**src/rtl/mplier_pkg.sv**
```systemverilog
`default_nettype none
// ---------------------------------------------------------------------------
// mplier_pkg : shared types and helpers for the radix-4 Booth multiplier
// Rev 1.0
// ---------------------------------------------------------------------------
package mplier_pkg;

  typedef enum logic [1:0] {
    IDLE = 2'd0,
    BUSY = 2'd1,
    DONE = 2'd2
  } state_t;

  typedef enum logic [2:0] {
    DIG_ZERO = 3'd0,
    DIG_P1   = 3'd1,
    DIG_P2   = 3'd2,
    DIG_M1   = 3'd3,
    DIG_M2   = 3'd4
  } digit_t;

  // Recode {b[2i+1], b[2i], b[2i-1]} into a digit in {-2..+2}
  function automatic digit_t booth_decode(input logic [2:0] bits);
    digit_t d;
    case (bits)
      3'b001, 3'b010: d = DIG_P1;
      3'b011:         d = DIG_P2;
      3'b100:         d = DIG_M2;
      3'b101, 3'b110: d = DIG_M1;
      default:        d = DIG_ZERO;
    endcase
    return d;
  endfunction

  function automatic int booth_digits(input int w);
    return w / 2 + 1;
  endfunction

  function automatic int acc_width(input int w);
    return 2 * w + 4;
  endfunction

endpackage
`default_nettype wire

```
**src/rtl/booth_r4_digit.sv**
```systemverilog
`default_nettype none
// ---------------------------------------------------------------------------
// booth_r4_digit : one radix-4 Booth digit times the extended multiplicand
// Rev 1.0
// ---------------------------------------------------------------------------
module booth_r4_digit
  import mplier_pkg::*;
#(
  parameter int W = 16
) (
  input  logic [2:0]   bits,
  input  logic [W+1:0] a_ext,
  output logic [W+2:0] pp
);

  digit_t       digit;
  logic [W+2:0] a_x1;
  logic [W+2:0] a_x2;

  // One extra bit keeps -2A representable for the most negative operand
  always_comb begin
    digit = booth_decode(bits);
    a_x1  = {a_ext[W+1], a_ext};
    a_x2  = {a_ext, 1'b0};
    case (digit)
      DIG_P1:  pp = a_x1;
      DIG_P2:  pp = a_x2;
      DIG_M1:  pp = -a_x1;
      DIG_M2:  pp = -a_x2;
      default: pp = '0;
    endcase
  end

endmodule
`default_nettype wire

```
**src/rtl/booth_seq_mplier.sv**
```systemverilog
`default_nettype none
// ---------------------------------------------------------------------------
// booth_seq_mplier : sequential W x W radix-4 Booth multiplier, valid/ready
// Optional build macro MPLIER_EARLY_TERM_EN: stop once remaining digits are 0
// Rev 1.0
// ---------------------------------------------------------------------------
module booth_seq_mplier
  import mplier_pkg::*;
#(
  parameter int W = 16
) (
  input  logic           clk,
  input  logic           rst_n,
  input  logic           in_valid,
  output logic           in_ready,
  input  logic [W-1:0]   a,
  input  logic [W-1:0]   b,
  input  logic           is_signed,
  output logic           out_valid,
  input  logic           out_ready,
  output logic [2*W-1:0] product,
  output logic           busy
);

  localparam int N  = booth_digits(W);
  localparam int CW = $clog2(N + 1);
  localparam int AW = acc_width(W);
  localparam int XW = W + 2;

  state_t          state;
  state_t          state_nxt;
  logic [XW-1:0]   a_ext_r;
  logic [XW-1:0]   b_sh;
  logic            guard;
  logic [CW-1:0]   cnt;
  logic [AW-1:0]   acc;

  logic [W+2:0]    pp;
  logic [AW-1:0]   pp_aligned;
  logic [AW-1:0]   acc_nxt;
  logic [XW-1:0]   b_nxt;
  logic            last_digit;
  logic            finish;

  booth_r4_digit #(.W(W)) u_digit (
    .bits  ({b_sh[1], b_sh[0], guard}),
    .a_ext (a_ext_r),
    .pp    (pp)
  );

  // Multiplier bits are consumed from the bottom of a shift register; the
  // accumulator stays put and each partial product is aligned by 2*cnt.
  always_comb begin
    b_nxt      = {{2{b_sh[XW-1]}}, b_sh[XW-1:2]};
    pp_aligned = {{(AW-(W+3)){pp[W+2]}}, pp} << {cnt, 1'b0};
    acc_nxt    = acc + pp_aligned;
    last_digit = (cnt == CW'(N - 1));
  end

`ifdef MPLIER_EARLY_TERM_EN
  logic [XW:0] remaining;
  always_comb begin
    remaining = {b_nxt, b_sh[1]};
    finish    = last_digit | (&remaining) | ~(|remaining);
  end
`else
  always_comb begin
    finish = last_digit;
  end
`endif

  always_ff @(posedge clk or negedge rst_n) begin
    if (!rst_n) state <= IDLE;
    else        state <= state_nxt;
  end

  always_comb begin
    state_nxt = state;
    case (state)
      IDLE:    if (in_valid)  state_nxt = BUSY;
      BUSY:    if (finish)    state_nxt = DONE;
      DONE:    if (out_ready) state_nxt = IDLE;
      default:                state_nxt = IDLE;
    endcase
  end

  always_ff @(posedge clk or negedge rst_n) begin
    if (!rst_n) begin
      a_ext_r <= '0;
      b_sh    <= '0;
      guard   <= 1'b0;
      cnt     <= '0;
      acc     <= '0;
      product <= '0;
    end else begin
      case (state)
        IDLE: begin
          if (in_valid) begin
            a_ext_r <= is_signed ? {{2{a[W-1]}}, a} : {2'b00, a};
            b_sh    <= is_signed ? {{2{b[W-1]}}, b} : {2'b00, b};
            guard   <= 1'b0;
            cnt     <= '0;
            acc     <= '0;
          end
        end
        BUSY: begin
          acc   <= acc_nxt;
          b_sh  <= b_nxt;
          guard <= b_sh[1];
          cnt   <= cnt + CW'(1);
          if (finish) product <= acc_nxt[2*W-1:0];
        end
        default: ;
      endcase
    end
  end

  assign in_ready  = (state == IDLE);
  assign out_valid = (state == DONE);
  assign busy      = (state != IDLE);

endmodule
`default_nettype wire
```
**config.mk**
```make
export PLATFORM = sky130hd
export DESIGN_NAME = booth_seq_mplier
export DESIGN_NICKNAME = d
export VERILOG_FILES = /design/src/rtl/mplier_pkg.sv /design/src/rtl/booth_r4_digit.sv /design/src/rtl/booth_seq_mplier.sv
export SDC_FILE = /design/constraint.sdc
export NUM_CORES = 1
export LEC_CHECK = 0
export ABC_CLOCK_PERIOD_IN_PS = 10200
export CAP_MARGIN = 20
export CORE_MARGIN = 3
export CORE_UTILIZATION = 60
export CTS_CLUSTER_SIZE = 10
export DETAILED_ROUTE_END_ITERATION = 7
export PLACE_DENSITY = 0.83
export SYNTH_ARGS = -nofsm -noshare
export SYNTH_HDL_FRONTEND = slang
export SYNTH_SLANG_ARGS = --single-unit
```
**constraint.sdc**
```tcl
create_clock -name clk -period 10.2 [get_ports clk]
set_clock_uncertainty 0.1 [all_clocks]
set_input_delay 1.53 -clock clk [delete_from_list [all_inputs] [get_ports clk]]
set_output_delay 1.53 -clock clk [all_outputs]
set_load 0.02 [all_outputs]
```
After elaboration in Yosys (flattened, before gate mapping)
Cells that the tools add are included.
W data, S select, Z words.

storage, ports and cells
  register bits after elaboration = 111
  output and inout bits = 35
  bits of input ports = 37

cells by class
  shifts and indexed selects = 1
  reductions and logical operators = 10
  multiplexer cells = 16
  add/subtract/negate cells = 4
  equal/unequal tests = 16
  bitwise operators = 1

operators by type and width
  kind                   count
  $pmux W19 S4           1
  $pmux W36 S2           1
  $mux W18               3
  $neg A19 Y19           2
  $add A36 B36 Y36       1
  $mux W36               1
  $pmux W18 S2           1
  $shl A36 B5 Y36        1
  $eq A3 B2 Y1 const B   4
  $eq A3 B3 Y1 const B   4
  $pmux W3 S4            1
  $pmux W4 S2            1
  $eq A3 B1 Y1 const B   2
  $mux W2                3
  $pmux W2 S3            1
  $reduce_and A2 Y1      3
  $reduce_and A3 Y1      2
  $add A4 B1 Y4 const B  1
  $eq A4 B4 Y1 const B   1
  $mux W4                1
  $ne A2 B2 Y1 const B   2
  $reduce_bool A2 Y1     2
  $reduce_or A2 Y1       2
  $eq A2 B1 Y1 const B   1
  6 further kinds        6

Longest topological paths before layout
Gate-level depths: netlist of run 1.

  depth in word-level cells = 8
  gate-level depth with buffers = 23
  gate-level depth less buffers = 21

Hierarchy
From an unflattened synthesis of run 1, not the netlist that was laid out.

second synthesis, totals
  cell total of the unflattened synthesis = 973
  area, all modules = 7767.4 um2

modules (own cells, without submodules)
  module            instances  area an instance (um2)  cells an instance  sequential area each (um2)
  booth_seq_mplier  1          6657.6                  795                2652.5
  booth_r4_digit    1          1109.8                  178                0.0

Worst setup path after synthesis of run 1
Ideal clock, no wire load.

  kind = register to register
  start point = register a_ext_r[0]
  end point = register product[31]
  slack = 5.003 ns
  buffers on the path = 1
  setup time = 0.125 ns
  cell stages (with the launch flop) = 22
  arrival = 4.973 ns
  cell sequence = dfrtp_1 inv_1 ha_1 or3b_2 clkbuf_1 nor4_2 mux2i_1 o22ai_1 a22oi_1 a21oi_1 mux2_2 o21ai_0 o22ai_1 ha_1 a21o_1 a21oi_1 nand4b_1 a31oi_1 o21ai_0 a41oi_1 xnor3_1 mux2_2

on the way
  cells in the longest elaborated chain, start to end = 4

RTL lines
  what                                    line                                        source
  start, declared                         booth_seq_mplier.sv:32                      logic [XW-1:0] a_ext_r;
  start signal, assigned                  booth_seq_mplier.sv:99                      a_ext_r <= is_signed ? {{2{a[W-1]}}, a} : {2'b00, a};
  $neg A19 Y19, on equally long branches  booth_r4_digit.sv:28, booth_r4_digit.sv:29
  $pmux W19 S4 (*)                        booth_r4_digit.sv:25                        case (digit)
  $shl A36 B5 Y36 (*)                     booth_seq_mplier.sv:55                      pp_aligned = {{(AW-(W+3)){pp[W+2]}}, pp} << {cnt, 1'b0};
  $add A36 B36 Y36 (*)                    booth_seq_mplier.sv:56                      acc_nxt = acc + pp_aligned;
  end signal, assigned                    booth_seq_mplier.sv:111                     if (finish) product <= acc_nxt[2*W-1:0];
  end, declared                           booth_seq_mplier.sv:21                      output logic [2*W-1:0] product,

Every way passes the cells marked *; elsewhere a longest branch is shown, timed or not.
A chain may end at the register's enable or synchronous reset.

Worst setup path after layout of run 1
Same ends and word-level chain as after synthesis.

==> results of run 1 <==
-- final timing paths --
check / from / endpoint / slack (ps) / cells after the start
worst min register to register: product[19] / product[19] / 380 / 2
worst min-delay path: product[19] / product[19] / 380 / 2
min in group asynchronous: rst_n / b_sh[9] / 1020 / 1
worst max register to register: a_ext_r[0] / product[31] / 4270 / 20
worst max-delay path: a_ext_r[0] / product[31] / 4270 / 20
max in group asynchronous: rst_n / acc[31] / 7730 / 2
-- kinds of logic (layout without fill, tap and decap cells) --
group / count (synthesis) / count (layout) / synth area share (%)
adders and majority gates: 35 / 35 / 5.80
muxes: 36 / 36 / 5.16
xor gates and xnor gates: 45 / 45 / 5.31
DFF: 106 / 106 / 34.5
buffers and inverters: 94 / 117 / 4.87
and+or+nand+nor: 339 / 339 / 20.4
AOI/OAI and AO/OA: 281 / 281 / 23.9
-- worst register-to-register path, stage by stage, from the launching register on --
cell and delay (ps):
dfrtp_1 460, inv_1 120, ha_1 230, or3b_2 610
nor4_2 510, mux2i_1 240, o22ai_1 90, a22oi_1 260
a21oi_1 150, mux2_2 290, o21ai_0 210, o22ai_1 150
ha_1 400, a21o_1 200, a21oi_1 210, nand4b_1 120
a31oi_1 160, o21ai_0 280, a41oi_1 500, xnor3_1 280
mux2_2 270
-- final cells by class --
class,instances,area [um2],area share (%)
multi-input combinational,736,4660,53.8
inverter,23,86.3,0.997
sequential,106,2650,30.6
clock buffer,9,225,2.60
timing repair buffer,79,781,9.01
clock inverter,6,47.5,0.549
tap,168,210,2.43
-- sequential cells by signal, indices dropped and copies added (netlist names) --
register	flops
acc	32
b_sh	18
state	2
cnt	4
a_ext_r	17
guard	1
product	32
-- cells in the final DEF, fill, tap and decap left out, types with 6 or more instances in the layout --
master,count
a211oi_1,10
nor3_1,16
mux2_2,19
nor2_1,71
clkdlybuf4s50_1,70
a21o_1,20
o21ai_0,90
a21oi_1,46
buf_4,8
and2_1,9
nor2b_1,7
mux2i_1,16
o31ai_1,7
o21a_1,6
inv_1,22
dfrtp_1,106
nand2b_1,9
nor4_1,6
nand4_1,8
a31oi_1,23
and3_1,6
nand3_1,38
clkbuf_16,9
xnor2_1,23
o211ai_1,7
o21bai_1,7
nand2_1,145
xor2_1,21
a22o_1,7
ha_1,34
-- per-layer routing --
metal | part of all wire [%] | vias to the layer above
met3 | 7.7 | 30
met4 | 1.9 | 0
met5 | 0 | -
met1 | 46 | 3386
met2 | 45 | 260
li1 | - | 3397
-- through the flow --
stage                     hold WS [ps]  setup slack [ps]  utilization (%)  cell area, um2  instances
final                              377              4270             70.7            8660       1127
after global routing               408              3880             70.7            8660       1127
after floorplan                    347              5000                -            7680        936
after global placement             360              4440             68.3            8370       1111
after CTS                          383              4310             70.5            8640       1126
after detailed placement           364              4310             68.3            8370       1111
==> results by group, run 1 <==
Run status
  – Status: finished, final reports clean

GRT
  – Vias in the first global route: 6647
  – Met1 usage: 42.1%
  – Most used routing layer: met2
  – Largest net degree at the start of global routing: 67
  – Routing usage on met2: 43.3%
  – Initial antenna violation count: 0
  – First-pass GRT wire length: 33100 um
  – Gr ovfl total: 0
  – Tot GR Track Use: 28.6%
  – Met3 Track Usage GR: 4.94%

Clock network
  – Post-CTS Resized: 0
  – CTS sink cnt: 106
  – Post-CTS setup buffers: 0
  – Clk Latency, worst-skew pair: 360 ps
  – CTS Buf Count: 9
  – CTS H-tree depth: 3
  – CTS tree: yes
  – CTS root buf: clkbuf_16
  – Hold-fix buffers, CTS: 0
  – Clk buf depth: 2
  – Reg clk slew, reported paths: 70 ps

Critical path
  – Kind of critical path: reg -> reg
  – Slowest cell on the critical path: or3b_2
  – CP startpoint kind: register
  – CP bufs+invs: 1
  – Slowest stage delay, CP: 610 ps
  – Crit path max fanout: 9
  – Family with the most delay on the worst path: compound AO/OA/AOI/OAI gates
  – Critical Path AT: 6080 ps
  – Critical Path, Cell by Cell: inv_1 -> ha_1 -> or3b_2 -> nor4_2 -> mux2i_1 -> o22ai_1 -> a22oi_1 -> a21oi_1 -> mux2_2 -> o21ai_0 -> o22ai_1 -> ha_1 -> a21o_1 -> a21oi_1 -> nand4b_1 -> a31oi_1 -> o21ai_0 -> a41oi_1 -> xnor3_1 -> mux2_2
  – Setup crit end kind: register
  – Crit path required time: 10350 ps

Run
  – Max cap viols: 0

Yosys
  – Distinct cells, synth: 74
  – Main synth FF type: dfrtp_1
  – Most common cell in the netlist: nand2_1
  – Synthesized flop and latch total: 106
  – Syn avg cell area: 8.20 um2
  – Syn_nets: 1008
  – Synth area leaders: dfrtp_1, nand2_1, o21ai_0, ha_1, nor2_1
  – Post-Syn Instances: 936
  – Warnings, synthesis: 0
  – Cell taking the most area after synthesis: dfrtp_1
  – Post-synth top area share: 34.5%
  – Synth async-reset ratio: 100%
  – Most instantiated cells after synthesis: nand2_1, dfrtp_1, o21ai_0
  – Synth Cell Area: 7680 um2
  – Post-synth EDFFs: 0
  – Sequential area share after synthesis: 34.5%

Die
  – Height of the die: 119 um
  – Die ar.: 14200 um2
  – Overall die width: 119 um
  – Core area: 12300 um2
  – Std-Cell Rows: 40
  – Initial core utilization: 62.6%
  – Top Ports: 72

Final layout
  – Filler cells: 1020
  – Area Growth Syn to Fin: 12.8%
  – N_diodes: 0
  – Nets: 1027
  – Layout cells sized above 1: 6.67%

Place
  – PortBufs: 71
  – HPWL after detailed placement: 14300 um
  – Final GP Congestion: 0.962

Routing
  – Drt initial violations: 652
  – DR pass1 iterations: 6
  – WL/cell: 17.7 um
  – DRC: 0
  – Vias: 7073
  – Final ANT Viol Nets: 0
  – Total wire length: 20000 um
  – Via/cell ratio: 6.28

STA
  – RSZ-0062 raised after global routing: no
  – Final Max Slew Viols: 0
  – Final hold viol count: 0
  – Slew Limit Headroom: 27.9%
  – # setup viols final: 0
  – Fin crit period: 5930 ps
  – Maximum clock rate: 169 MHz
  – Post-Route Setup TNS: 0 ps
  – Final period utilization: 58.2%
  – Slew @ Worst Pin: 1080 ps

Hold path
  – Min-Delay Path Class: reg -> reg
Power of run 1 is left out: the tool's default activity adds up to more than one toggle a clock period on the data nets, which glitch-free logic cannot reach.
==> inputs of run 2 (changes only) <==
--- a/config.mk
+++ b/config.mk
@@ -5,13 +5,13 @@
 export SDC_FILE = /design/constraint.sdc
 export NUM_CORES = 1
 export LEC_CHECK = 0
-export ABC_CLOCK_PERIOD_IN_PS = 10200
+export ABC_CLOCK_PERIOD_IN_PS = 5130
 export CAP_MARGIN = 20
 export CORE_MARGIN = 3
-export CORE_UTILIZATION = 60
+export CORE_UTILIZATION = 53
 export CTS_CLUSTER_SIZE = 10
 export DETAILED_ROUTE_END_ITERATION = 7
-export PLACE_DENSITY = 0.83
+export PLACE_DENSITY = 0.78
 export SYNTH_ARGS = -nofsm -noshare
 export SYNTH_HDL_FRONTEND = slang
 export SYNTH_SLANG_ARGS = --single-unit
==> constraint.sdc (replaced) <==
create_clock -name clk -period 5.13 [get_ports clk]
set_clock_uncertainty 0.1 [all_clocks]
set_input_delay 0.7695 -clock clk [delete_from_list [all_inputs] [get_ports clk]]
set_output_delay 0.7695 -clock clk [all_outputs]
set_load 0.02 [all_outputs]
==> run 2 against run 1 <==
Net effect: count of clock-buffer cells in the layout is the same; fmax is 21% higher; wire length increased by 10%; critical path type unchanged; critical endpoint is now acc[24]; largest cell class unchanged; highest routed layer unchanged.
==> results by group, run 2 (synthesis gave the netlist of run 1 again) <==
Run status
  – Status: finished, final reports clean

Place
  – Placed cell count: 1213
  – PortBufs: 71
  – HPWL after detailed placement: 15600 um
  – Final GP Congestion: 0.957

Clock network
  – Reg clk slew, reported paths: 80 ps
  – CTS tree: yes
  – CTS H-tree depth: 3
  – Clk buf depth: 2
  – CTS sink cnt: 106
  – Hold-fix buffers, CTS: 0
  – CTS Buf Count: 9
  – CTS root buf: clkbuf_16
  – Clk Latency, worst-skew pair: 360 ps

GRT
  – Most used routing layer: met2
  – Routing usage on met2: 41.8%
  – Met3 Track Usage GR: 5.35%
  – Met1 usage: 39.7%
  – Gr ovfl total: 0
  – Vias in the first global route: 7208
  – Initial antenna violation count: 0
  – First-pass GRT wire length: 36000 um
  – Tot GR Track Use: 27.3%
  – Largest net degree at the start of global routing: 68

STA
  – Slew @ Worst Pin: 870 ps
  – # setup viols final: 0
  – Final hold viol count: 0
  – Final Max Slew Viols: 0
  – Slew Limit Headroom: 41.9%
  – Post-Route Setup TNS: 0 ps
  – Fin crit period: 4910 ps
  – Maximum clock rate: 204 MHz
  – Final period utilization: 95.7%
  – WHS: 380 ps

Critical path
  – Kind of critical path: reg -> reg
  – Crit path required time: 5250 ps
  – CP bufs+invs: 3
  – Critical Path, Cell by Cell: inv_1 -> ha_1 -> or3b_4 -> nor4_4 -> mux2i_1 -> o22ai_1 -> a22oi_2 -> a21oi_1 -> mux2_2 -> o21ai_2 -> o22ai_1 -> ha_1 -> buf_4 -> a21o_1 -> a21o_1 -> a211o_1 -> a2bb2oi_4 -> buf_4 -> nand2b_1 -> a21oi_2 -> xor2_1 -> o21ai_0
  – Slowest stage delay, CP: 440 ps
  – Setup crit end kind: register
  – Crit path max fanout: 5
  – R2r endpoint: acc[24]
  – Family with the most delay on the worst path: compound AO/OA/AOI/OAI gates
  – Slowest cell on the critical path: or3b_4
  – R2R setup slack: 220 ps
  – Critical Path AT: 5030 ps
  – CP startpoint kind: register
  – RR Startpoint: a_ext_r[1]
  – Reg2Reg Depth: 22
  – Crit. Startpoint: a_ext_r[1]

Routing
  – Total wire length: 22000 um
  – WL/cell: 17.8 um
  – DRC: 0
  – DR pass1 iterations: 5
  – Final ANT Viol Nets: 0
  – Drt initial violations: 820
  – Via/cell ratio: 6.08
  – Vias: 7533

Die
  – Top Ports: 72
  – Std-Cell Rows: 43
  – Height of the die: 126 um
  – Die ar.: 16000 um2
  – Initial core utilization: 54.7%
  – Overall die width: 126 um
  – Core area: 14000 um2

Final layout
  – Most common cell after layout, fill and taps aside: nand2_1
  – Final Non-Filler Cells: 1238
  – Nets: 1125
  – Commonest non-fill, non-tap cells in the layout: nand2_1, dfrtp_1, buf_4
  – N_diodes: 0
  – Layout cells sized above 1: 18.9%
  – Regs by FF count: acc: 32 flops, product: 32 flops, b_sh: 18 flops
  – Area Growth Syn to Fin: 26.7%

Hold path
  – Hold endpoint: product[19]
  – Min-Delay Path Class: reg -> reg
  – Hold Path Depth: 2
  – HP Start: product[19]

Run
  – Max cap viols: 0
[run 2: how the worst max path moves through the flow]
stage | to | slack, ps | cells past startpoint
after floorplan | product[31] | 90 | 21
after CTS | acc[28] | 110 | 20
after global placement | product[29] | -180 | 21
final | acc[24] | 220 | 22
after global routing | product[29] | -80 | 21
after detailed placement | product[29] | -200 | 21
[run 2: what timing repair did]
action	4_1_cts	5_1_grt
gates resized for setup	9	45
pin swaps	2	19
hold endpoints to repair	0	0
endpoints found under the setup margin	20	30
setup buffers	1	7
[run 2: worst reg2reg max path, stage by stage (launching register included)]
cell       delay (ps)
dfrtp_1           390
inv_1              80
ha_1              170
or3b_4            440
nor4_4            280
mux2i_1           260
o22ai_1           130
a22oi_2           230
a21oi_1           120
mux2_2            290
o21ai_2           130
o22ai_1           130
ha_1              390
buf_4             150
a21o_1            150
a21o_1            210
a211o_1           310
a2bb2oi_4         170
buf_4             130
nand2b_1           70
a21oi_2           150
xor2_1            170
o21ai_0           100
[run 2: area by class of cell]
cell class | instances | area, um2
inverters | 23 | 86.3
repair buffers | 177 | 1550
clock inverters | 7 | 87.6
flip-flops and latches | 106 | 2650
clock buffers | 9 | 225
fillers | 1159 | 4310
well taps | 180 | 225
multi-input cells | 736 | 4910
[run 2: per-stage QoR]
stage | cell area, um2 | utilization, % | setup WS [ps]
CTS | 9470 | 67.4 | 109
detailed placement | 9100 | 64.8 | -204
finish | 9730 | 69.3 | 221
global route | 9730 | 69.3 | -75.6
global placement | 9100 | 64.8 | -184
floorplan | 7700 | - | 90.5
[run 2: layer usage]
| layer | up-vias | part of all wire [%] |
|---|---|---|
| li1 | 3605 | - |
| met1 | 3615 | 45 |
| met2 | 277 | 46 |
| met3 | 36 | 7.7 |
| met4 | 0 | 1.9 |
| met5 | - | 0 |
Power of run 2 is left out for the same reason.
==> edit (config.mk and constraints of run 1) <==
Build with the macro `MPLIER_EARLY_TERM_EN` defined.
--- a/src/rtl/booth_seq_mplier.sv
+++ b/src/rtl/booth_seq_mplier.sv
@@ -4,6 +4,8 @@
 // Optional build macro MPLIER_EARLY_TERM_EN: stop once remaining digits are 0
 // Rev 1.0
 // ---------------------------------------------------------------------------
+`define MPLIER_EARLY_TERM_EN
+
 module booth_seq_mplier
   import mplier_pkg::*;
 #(
Behaviour: not the same (a bounded check fails within 4 cycles, from zero or initial values and one cycle with rst_n low).
==> edit against run 1 <==
- first-iteration DRC count increased by 3.5%
- setup slack worse by 0.19 ns
- utilization decreased by 2.1 points
- critical endpoint unchanged
- largest cell class unchanged
- fmax down 3.1%
- final area is 0.65% higher
- area after synthesis is 2.1% higher
- wire length is 2.2% higher
- via count fell by 0.47%
- global-route usage is 0.099 points higher
- count of clock-buffer cells in the layout grew 1
- sequential cell count stayed put
Power is left out: the tool's default activity adds up to more than one toggle a clock period on the data nets, which glitch-free logic cannot reach.
==> edit: results (changes against run 1) <==
stage,metric,value,unit,change
drt,via_per_inst,6.37,,was 6.28
grt,grt_max_degree,71,,was 67
grt,grt_pass1_wl,33.6,mm,was 33.1 mm
synthesis,synthMuxAreaShare,7.09,%,was 5.16%
synthesis,synth_nets,976,,was 1008
grt,met3_usage,4.77,%,was 4.94%
synthesis,synth_area_leaders,"dfrtp_1 (34%), ha_1 (5.4%), nand2_1 (5.1%), o21ai_0 (4.3%), nor2_1 (4.0%)",,"was dfrtp_1 (35%), nand2_1 (7.1%), o21ai_0 (5.9%), ha_1 (5.5%), nor2_1 (3.5%)"
placed_design,dpl.cell_count,1088,,was 1111
layout,top_regs,"acc x32, product x32, b_sh x18",,unchanged
layout,fillers,1093,,was 1020
drt,drt_wl_total,20.4,mm,was 20.0 mm
hold_path,min-delay-path-class,register to register,,unchanged
clock_tree,post-cts-setup-buffers,0,,unchanged
grt,grt_use_total,28.7,%,was 28.6%
clock_tree,cts-resized-gates,0,,unchanged
placed_design,gp_congestion,0.988,,was 0.962
grt,gr-usage-met2,43.4,%,was 43.3%
layout,diodes,0,,unchanged
clock_tree,clock_insertion_delay_worst_skew,0.36,ns,about the same
drt,drt_iter0_drc,675,,was 652
layout,drive_gt1_share,8.79,%,was 6.67%
drt,first_pass_iters,5,,was 6
synthesis,avgSynthCellArea,8.67,um2,was 8.20 um2
timing,tightest_slew,1.03,ns,was 1.08 ns
placed_design,hpwl,14.7,mm,was 14.3 mm
synthesis,synthArstFlopShare,100,%,unchanged
grt,grtUsageMet1,43.4,%,was 42.1%
drt,via_count,7040,,was 7073
synthesis,yosys.area_share.adder,5.68,%,was 5.80%
status,outcome,"finished, final reports clean",,unchanged
synthesis,synthXorXnorAreaFrac,4.68,%,was 5.31%
critical_path,slowest_delay,0.98,ns,was 0.61 ns
clock_tree,numCtsBuffers,9,,unchanged
critical_path,critPathSlowestCell,dfrtp_1,,was or3b_2
critical_path,crit_arrival,6.28,ns,was 6.08 ns
synthesis,synth_common_cells,"dfrtp_1 (106), nand2_1 (106), nor2_1 (84), o21ai_0 (67), a21oi_1 (53)",,"was nand2_1 (145), dfrtp_1 (106), o21ai_0 (90), nor2_1 (71), clkbuf_1 (59)"
critical_path,crit_path_max_fanout,30,,was 9
synthesis,synth-compound-area-share,21.7,%,was 23.9%
synthesis,yosysUniqueCellTypes,82,,was 74
layout,finalNetCount,1000,,was 1027
synthesis,yosysSeqAreaShare,33.8,%,was 34.5%
placed_design,numPortBuffers,71,,unchanged
grt,antenna_found_initial,0,,unchanged
grt,grt_pass1_vias,6671,,was 6647
[edit: cell count changes in the layout (fill, tap and decap cells not counted), moves of 9 or more]
cell / delta
a22o_1: +9
a31oi_1: -14
nand2_1: -40
nor2_1: +13
o21ai_0: -23
o22ai_1: +17
[edit: stage by stage]
step	setup slack, ns	area (um2)
final	4.08	8720
after global routing	3.63	8720
after CTS	4.03	8710
after detailed placement	4.09	8400
after global placement	4.24	8400
after floorplan	5.27	7840
[edit: cell type report]
class                   instances  area share, %
repair buffers                 79           8.78
flip-flops and latches        106           30.4
inverters                      23          0.990
multi-input cells             709           53.7
clock inverters                 6          0.918
well taps                     172           2.47
clock buffers                  10           2.74
[edit: final timing paths]
check	slack (ns)	depth (start not counted)	start	to
max	4.08	18	b_sh[1]	product[31]
min	0.39	2	product[24]	product[24]
max reg2reg	4.08	18	b_sh[1]	product[31]
min reg2reg	0.39	2	product[24]	product[24]
max in group asynchronous	7.71	2	rst_n	b_sh[9]
min in group asynchronous	1.03	1	rst_n	product[19]
[edit: cell families (layout without fill, tap and decap cells)]
| logic type | after synthesis | count (layout) |
|---|---|---|
| adder cells (fa/ha/maj) | 35 | 35 |
| AO/OA/AOI/OAI | 257 | 257 |
| XOR/XNOR | 41 | 41 |
| multiplexers | 48 | 48 |
| AND/OR/NAND/NOR | 328 | 328 |
| flip-flops | 106 | 106 |
| buffers and inverters | 89 | 118 |
[edit: routing by layer]
metal  share of wire (%)  routed length [um]  up-vias
met2                  45                9170      289
li1                    -                   -     3349
met4                 1.3                 259        0
met1                  47                9550     3375
met5                   0                   0        -
met3                 7.1                1450       27
